--- src/rtl/instr_fetch.sv ---
// Single-issue instruction fetch: requests one word, holds it for downstream, then picks the next pc.
// Optional: define HALT_DETECT_EN to stop fetching for good after retiring opcode 6'b111111.
module instr_fetch #(
  parameter logic [31:0] RESET_PC = 32'h0000_0000
) (
  input  logic        clk,
  input  logic        reset,
  output logic [31:0] imem_addr,
  output logic        imem_req,
  input  logic [31:0] imem_rdata,
  input  logic        imem_ack,
  input  logic        stall,
  input  logic        jump,
  input  logic        branch,
  input  logic        zero,
  output logic [31:0] instr,
  output logic [5:0]  opcode,
  output logic        instr_valid,
  output logic [31:0] pc,
  output logic [31:0] pc_plus4,
  output logic        halted
);

  typedef enum logic [1:0] {IDLE, REQ, HOLD, HALT} state_t;

  localparam logic [31:0] RESET_PC_ALIGNED = {RESET_PC[31:2], 2'b00};

  state_t      state_q, state_d;
  logic [31:0] pc_q, pc_d;
  logic [31:0] instr_q, instr_d;
  logic        imem_req_q, imem_req_d;
  logic        valid_q, valid_d;

  logic [31:0] seq_pc;
  logic [31:0] jump_target;
  logic [31:0] branch_offset;
  logic [31:0] branch_target;
  logic [31:0] retire_pc;
  logic        retire;
  logic        halt_hit;

  assign seq_pc        = pc_q + 32'd4;
  assign jump_target   = {seq_pc[31:28], instr_q[25:0], 2'b00};
  assign branch_offset = {{14{instr_q[15]}}, instr_q[15:0], 2'b00};
  assign branch_target = seq_pc + branch_offset;
  assign retire        = (state_q == HOLD) && !stall;

  // Jump wins over a taken branch; control inputs only matter on the retire cycle.
  always_comb begin
    retire_pc = seq_pc;
    if (jump) begin
      retire_pc = jump_target;
    end else if (branch && zero) begin
      retire_pc = branch_target;
    end
  end

`ifdef HALT_DETECT_EN
  logic halted_q, halted_d;

  assign halt_hit = retire && (instr_q[31:26] == 6'b111111);
  assign halted_d = halted_q || halt_hit;
  assign halted   = halted_q;
`else
  assign halt_hit = 1'b0;
  assign halted   = 1'b0;
`endif

  always_comb begin
    state_d    = state_q;
    pc_d       = pc_q;
    instr_d    = instr_q;
    imem_req_d = imem_req_q;
    valid_d    = valid_q;
    case (state_q)
      IDLE: begin
        state_d    = REQ;
        imem_req_d = 1'b1;
      end
      REQ: begin
        if (imem_ack) begin
          instr_d    = imem_rdata;
          state_d    = HOLD;
          imem_req_d = 1'b0;
          valid_d    = 1'b1;
        end
      end
      HOLD: begin
        if (retire) begin
          pc_d    = retire_pc;
          valid_d = 1'b0;
          if (halt_hit) begin
            state_d = HALT;
          end else begin
            state_d    = REQ;
            imem_req_d = 1'b1;
          end
        end
      end
      HALT: begin
        state_d = HALT;
      end
      default: begin
        state_d    = IDLE;
        imem_req_d = 1'b0;
        valid_d    = 1'b0;
      end
    endcase
  end

  // Reset aborts any outstanding access; the word it would have returned is never captured.
  always_ff @(posedge clk or posedge reset) begin
    if (reset) begin
      state_q    <= IDLE;
      pc_q       <= RESET_PC_ALIGNED;
      instr_q    <= 32'h0000_0000;
      imem_req_q <= 1'b0;
      valid_q    <= 1'b0;
`ifdef HALT_DETECT_EN
      halted_q   <= 1'b0;
`endif
    end else begin
      state_q    <= state_d;
      pc_q       <= pc_d;
      instr_q    <= instr_d;
      imem_req_q <= imem_req_d;
      valid_q    <= valid_d;
`ifdef HALT_DETECT_EN
      halted_q   <= halted_d;
`endif
    end
  end

  assign imem_addr   = pc_q;
  assign imem_req    = imem_req_q;
  assign instr       = instr_q;
  assign opcode      = instr_q[31:26];
  assign instr_valid = valid_q;
  assign pc          = pc_q;
  assign pc_plus4    = seq_pc;

endmodule

--- config.mk ---
export PLATFORM = sky130hd
export DESIGN_NAME = instr_fetch
export DESIGN_NICKNAME = d
export VERILOG_FILES = /design/src/rtl/instr_fetch.sv
export SDC_FILE = /design/constraint.sdc
export NUM_CORES = 1
export LEC_CHECK = 0
export CAP_MARGIN = 20
export CORE_MARGIN = 3
export CORE_UTILIZATION = 51
export CTS_CLUSTER_SIZE = 16
export DETAILED_ROUTE_END_ITERATION = 12
export HOLD_SLACK_MARGIN = 0.05
export PLACE_DENSITY_LB_ADDON = 0.08
export SLEW_MARGIN = 20
export SYNTH_ARGS = -nofsm -noshare
export SYNTH_HDL_FRONTEND = slang
export SYNTH_SLANG_ARGS = --single-unit
--- constraint.sdc ---
create_clock -name clk -period 8.05 [get_ports clk]
set_input_delay 1.61 -clock clk [delete_from_list [all_inputs] [get_ports clk]]
set_output_delay 1.61 -clock clk [all_outputs]
set_load 0.03 [all_outputs]
==> results.toml, run 1 <==
[detailed_routing]
drc = 0
viasPerCell = 5.79
ant_nets = 0
highest_layer = "met5"
dr.pass1.iters = 8
met3_length_mm = 1.58
wl_met1_mm = 7.71
finalWirelength_mm = 17.7
wl_met2_mm = 8.02
via_count = 5615
wire_per_inst_um = 18.3
first_iter_violations = 523

[placed_design]
dpl-instance-area_um2 = 7010
gp_congestion = 0.925
portBuffers = 168
hpwlAfterDp_mm = 12.9

[min_path]
hp-class = "reg -> reg"

[timing]
fin_crit_sh_pct = 62.7
max_freq_ghz = 0.198
hold-worst-slack_ps = 502
setup_tns_ps = 0
hold_viol = 0
relSlewSlack_pct = 33.3
skew_ps = 13.1
drv_slew = 0
tightest_slew_ps = 995
rsz0062_at_grt = "no"
fin_crit_ps = 5050
setup_viol = 0

[synthesis]
yosys_warnings = 0
postSynthAreaPerCell_um2 = 7.79
synth_edf_count = 0
netlist_area_um2 = 5520
synthArstFlopShare_pct = 100
synth_cells = 709
synthFlopType = "dfrtp_1"
ys_ff_latch = 66
ys_seq_area_share_pct = 29.9
ys_types = 66

[clocking]
cts_tree = "done"
ctsResizeCount = 0
clk_pin_slew_ps = 70
cts_max_path_buffers = 2
post_cts_buffers = 0
cts-root-buf = "clkbuf_8"
h-tree-depth = 3
clock_sinks = 66
cts_made_buffers = 9
ctsHoldBuffers = 0
insertion_delay_ps = 360

[worst_setup_path]
worstPathRequired_ps = 6440
crit_path_start_kind = "flop"
critPathKind = "reg -> out"
worstPathArrival_ps = 3440
endpoint_kind = "primary output"
cp_max_fo = 8

[die]
initial_core_util_pct = 53.0
rows = 37
core-area_um2 = 10400
chipWidth_um = 110
fp.dieH_um = 110
io_pins = 176
die-area_um2 = 12100

[cells_and_area]
drive_gt1_share_pct = 4.68
syn_to_final_growth_pct = 30.6
fillers = 893
num-nets-final = 905
fin_area_um2 = 7210
antennaDiodeCount = 0

[global_routing]
grt.total_usage_pct = 30.1
antenna_found_initial = 1
first_global_vias = 5498
grt_pass1_wl_mm = 28.3
grt_overflow_total = 0
grt_max_degree = 67

[run]
drv_cap = 0

[power]
pwr_density_cell_nw_per_um2 = 491
ir_drop_mv = 0.259
leakage_nw = 3.24

[status]
outcome = "completed"
[worst paths after layout]
path,from,to,slack [ps],cells after the start
min in group asynchronous,reset,instr[26],1840,3
min,instr[25],instr[25],500,2
max in group asynchronous,reset,instr[6],5640,3
max reg2reg,imem_addr[4],imem_addr[31],3550,15
max,imem_addr[4],pc_plus4[28],3000,7
min reg2reg,instr[25],instr[25],500,2
[power breakdown]
part           total, W  internal, W  switching, W
clock network  0.000298     0.000151      0.000147
logic           0.00252      0.00101       0.00151
registers      0.000725     0.000477      0.000248
total           0.00355      0.00164       0.00191
[sequential cells by signal (all words and copies together), names as in the netlist]
name / flops
instr_valid: 1
imem_addr: 30
instr: 32
imem_req: 1
state_q: 2
[synthesized netlist by cell type, types with 4 or more instances]
| master | instances | area (um2) |
|---|---|---|
| nor2_1 | 49 | 184 |
| a21o_1 | 16 | 120 |
| a211oi_1 | 12 | 90.1 |
| nand4_1 | 10 | 62.6 |
| nand3_1 | 20 | 100 |
| o21bai_1 | 4 | 30.0 |
| clkbuf_1 | 21 | 78.8 |
| o21ai_0 | 38 | 190 |
| mux2i_1 | 6 | 60.1 |
| o21a_1 | 6 | 45.0 |
| and3_1 | 5 | 31.3 |
| xor2_1 | 19 | 166 |
| a21oi_1 | 54 | 270 |
| a31oi_1 | 7 | 43.8 |
| ha_1 | 36 | 450 |
| xnor2_1 | 28 | 245 |
| nand2b_1 | 5 | 31.3 |
| buf_4 | 43 | 323 |
| nand2_1 | 163 | 612 |
| o211ai_1 | 6 | 45.0 |
| inv_1 | 19 | 71.3 |
| dfrtp_1 | 66 | 1650 |
| or3_1 | 6 | 37.5 |
| nor3_1 | 9 | 45.0 |
[critical path: stages (launching register included)]
cell and delay, ps:
dfrtp_1 500, and4_4 300, nand4_1 380, nor4_2 540, nand3_1 240, nor2_1 170
xor2_1 240, clkdlybuf4s50_1 730
[placed cells by master, fill, tap and decap left out, types with 18 or more instances in the layout]
master	n
a21oi_1	54
clkdlybuf4s50_1	168
dfrtp_1	66
ha_1	36
inv_1	18
nand2_1	163
nand3_1	20
nor2_1	49
o21ai_0	38
xnor2_1	28
xor2_1	19
[per-stage QoR]
step / setup WS (ps) / std cells / total power (W) / utilization [%]
5_1_grt: 2860 / 970 / 0.00379 / 69.2
3_5_place_dp: 3240 / 954 / 0.00321 / 67.3
2_1_floorplan: 3750 / 715 / 0.00241 / -
4_1_cts: 3010 / 970 / 0.00353 / 69.2
6_report: 3000 / 970 / 0.00355 / 69.2
3_3_place_gp: 3360 / 954 / 0.00317 / 67.3
[per-layer routing]
layer	up-vias	GRT usage [%]
met5	-	0
met4	2	10.9
met2	238	46.1
met1	2692	41.7
met3	30	6.81
li1	2653	-
[logic make-up (layout without fill, tap and decap cells)]
group | count (synthesis) | in the layout | share of synthesized area, %
compound gates | 166 | 166 | 18.8
mux | 7 | 7 | 1.29
buf+inv | 90 | 209 | 9.11
other cells | 1 | 7 | 0.0679
flops | 66 | 66 | 29.9
xor+xnor | 50 | 50 | 8.34
simple gates | 292 | 292 | 24.0
fa+ha+maj | 37 | 37 | 8.52
[cell type report]
class,count,area (um2),share of cell area [%]
clock buffer,10,138,1.91
clock inverter,6,66.3,0.919
inverter,20,75.1,1.04
multi-input combinational,559,3390,47.0
sequential,66,1650,22.9
tap,136,170,2.36
timing repair buffer,173,1720,23.8
Note: power is estimated with default switching activity, not from simulation.
==> run 2, diff against run 1 <==
- CORE_UTILIZATION: 51 -> 43
- clock period: 8.05 -> 4.3 ns (I/O delays scaled with it)
==> run 2 against run 1 <==
Net effect: sequential cell count unchanged; clock power rose to 2.6 times the previous value; clock skew down 0.90 ps; critical endpoint is now pc_plus4[29]; die area up 18%; critical path depth up 1; largest cell class unchanged; total power up 96%.
==> results.toml, run 2 (synthesis results as in run 1) <==
[status]
outcome = "completed"

[timing]
tightest_slew_ps = 1020
hold-worst-slack_ps = 490
skew_ps = 12.2
rsz0062_at_grt = "no"
fin_crit_sh_pct = 94.5
hold_viol = 0
drv_slew = 0
setup_tns_ps = 0
max_freq_ghz = 0.246
setup_viol = 0
relSlewSlack_pct = 31.7
fin_crit_ps = 4060

[cells_and_area]
multiInputGateArea_um2 = 3410
final_common_cell = "clkdlybuf4s50_1"
syn_to_final_growth_pct = 35.1
final-seq-area_um2 = 1650
num-nets-final = 918
drive_gt1_share_pct = 6.26
antennaDiodeCount = 0
fillers = 1085
largest_reg_flops = 32
final-instance-count-excl-fill = 1015
layout_common_cells = "clkdlybuf4s50_1 (168), nand2_1 (163), dfrtp_1 (65), a21oi_1 (54), nor2_1 (49)"
fin_area_um2 = 7460

[min_path]
hp-class = "reg -> reg"

[detailed_routing]
viasPerCell = 5.59
wire_per_inst_um = 18.7
first_iter_violations = 537
via_count = 5677
drc = 0
ant_nets = 0
dr.pass1.iters = 5
finalWirelength_mm = 19.0

[die]
fp.dieH_um = 119
io_pins = 176
initial_core_util_pct = 45.1
die-area_um2 = 14200
core-area_um2 = 12300
rows = 40
chipWidth_um = 119

[global_routing]
grt.total_usage_pct = 25.9
grt_max_degree = 43
grt_overflow_total = 0
first_global_vias = 5304
antenna_found_initial = 0
grt_pass1_wl_mm = 29.3

[placed_design]
hpwlAfterDp_mm = 14.4
dp_cells = 997
gp_congestion = 0.988
portBuffers = 168
dpl-instance-area_um2 = 7140

[worst_setup_path]
worstPathArrival_ps = 3200
path_buf_inv = 1
critPathTopFamily = "simple AND/OR/NAND/NOR gates"
crit_path_start_kind = "flop"
rrSetupSlack_ps = 300
worstPathRequired_ps = 3440
slowest_stage = "clkdlybuf4s50_1"
path_cells = "and4_4 > nand4_4 > or4_4 > nor2_4 > and3_4 > nand4_1 > xnor2_2 > clkdlybuf4s50_1"
slowest_delay_ps = 710
critPathKind = "reg -> out"
endpoint_kind = "primary output"
cp_max_fo = 8

[power]
swShare_pct = 52.8
internal_power_w = 0.00328
p_switching_w = 0.00367
p_clk_share_pct = 11.0
p_comb_share_pct = 69.5
seq_power_share_pct = 19.5
leakage_nw = 3.36
pwr_density_cell_nw_per_um2 = 931
ir_drop_mv = 0.457

[clocking]
h-tree-depth = 3
clk_pin_slew_ps = 60
clock_sinks = 66
cts_max_path_buffers = 2
cts_made_buffers = 9
cts-root-buf = "clkbuf_16"
cts_tree = "done"
ctsHoldBuffers = 0
insertion_delay_ps = 340

[run]
drv_cap = 0
[run 2: metal layers]
layer	routed length [um]	vias up	part of all wire (%)	track usage (%)
met4	430	0	2.3	7.80
li1	-	2675	-	-
met3	1660	32	8.7	6.08
met2	8330	268	44	39.2
met1	8540	2702	45	36.7
met5	0	-	0	0
[run 2: power by group through the flow]
| stage | combinational (W) | clock (W) | sequential [W] |
|---|---|---|---|
| floorplan | 0.00276 | 0 | 0.00175 |
| global placement | 0.00475 | 0 | 0.00134 |
| detailed placement | 0.00478 | 0 | 0.00135 |
| CTS | 0.00480 | 0.000774 | 0.00135 |
| global route | 0.00519 | 0.000797 | 0.00140 |
| finish | 0.00483 | 0.000763 | 0.00136 |
[run 2: cell type report]
class                      count  area share (%)
sequential                    66            22.1
timing repair buffer         186            24.3
clock inverter                 7            1.02
multi-input combinational    559            45.7
inverter                      20            1.01
tap                          168            2.82
clock buffer                   9            3.02
[run 2: stage by stage]
step | total power, W | utilization, % | worst slack, ps
3_5_place_dp | 0.00613 | 58.2 | 247
6_report | 0.00695 | 60.9 | 239
5_1_grt | 0.00739 | 60.9 | 14.5
2_1_floorplan | 0.00452 | - | 97.7
3_3_place_gp | 0.00609 | 58.2 | 357
4_1_cts | 0.00692 | 60.7 | 85.9
[run 2: worst register-to-register path, delay by kind of cell (launching register included)]
family,cells,cell delay (ps)
xor gates and xnor gates,2,320
muxes,1,250
AOI/OAI and AO/OA,3,570
DFF,1,480
adders and majority gates,1,370
and+or+nand+nor,9,1930
[run 2: timing repair]
action	CTS	global route
resized for setup	0	2
endpoints found under the hold margin	0	0
setup endpoints to repair	0	7
buffers inserted	0	2
[run 2: worst paths after layout]
path | from | endpoint | cells after the start
min in group asynchronous | reset | instr[29] | 2
min reg2reg | instr_valid | instr_valid | 2
max in group asynchronous | reset | imem_addr[11] | 3
max reg2reg | imem_addr[10] | imem_addr[31] | 16
min | instr_valid | instr_valid | 2
max | imem_addr[10] | pc_plus4[29] | 8
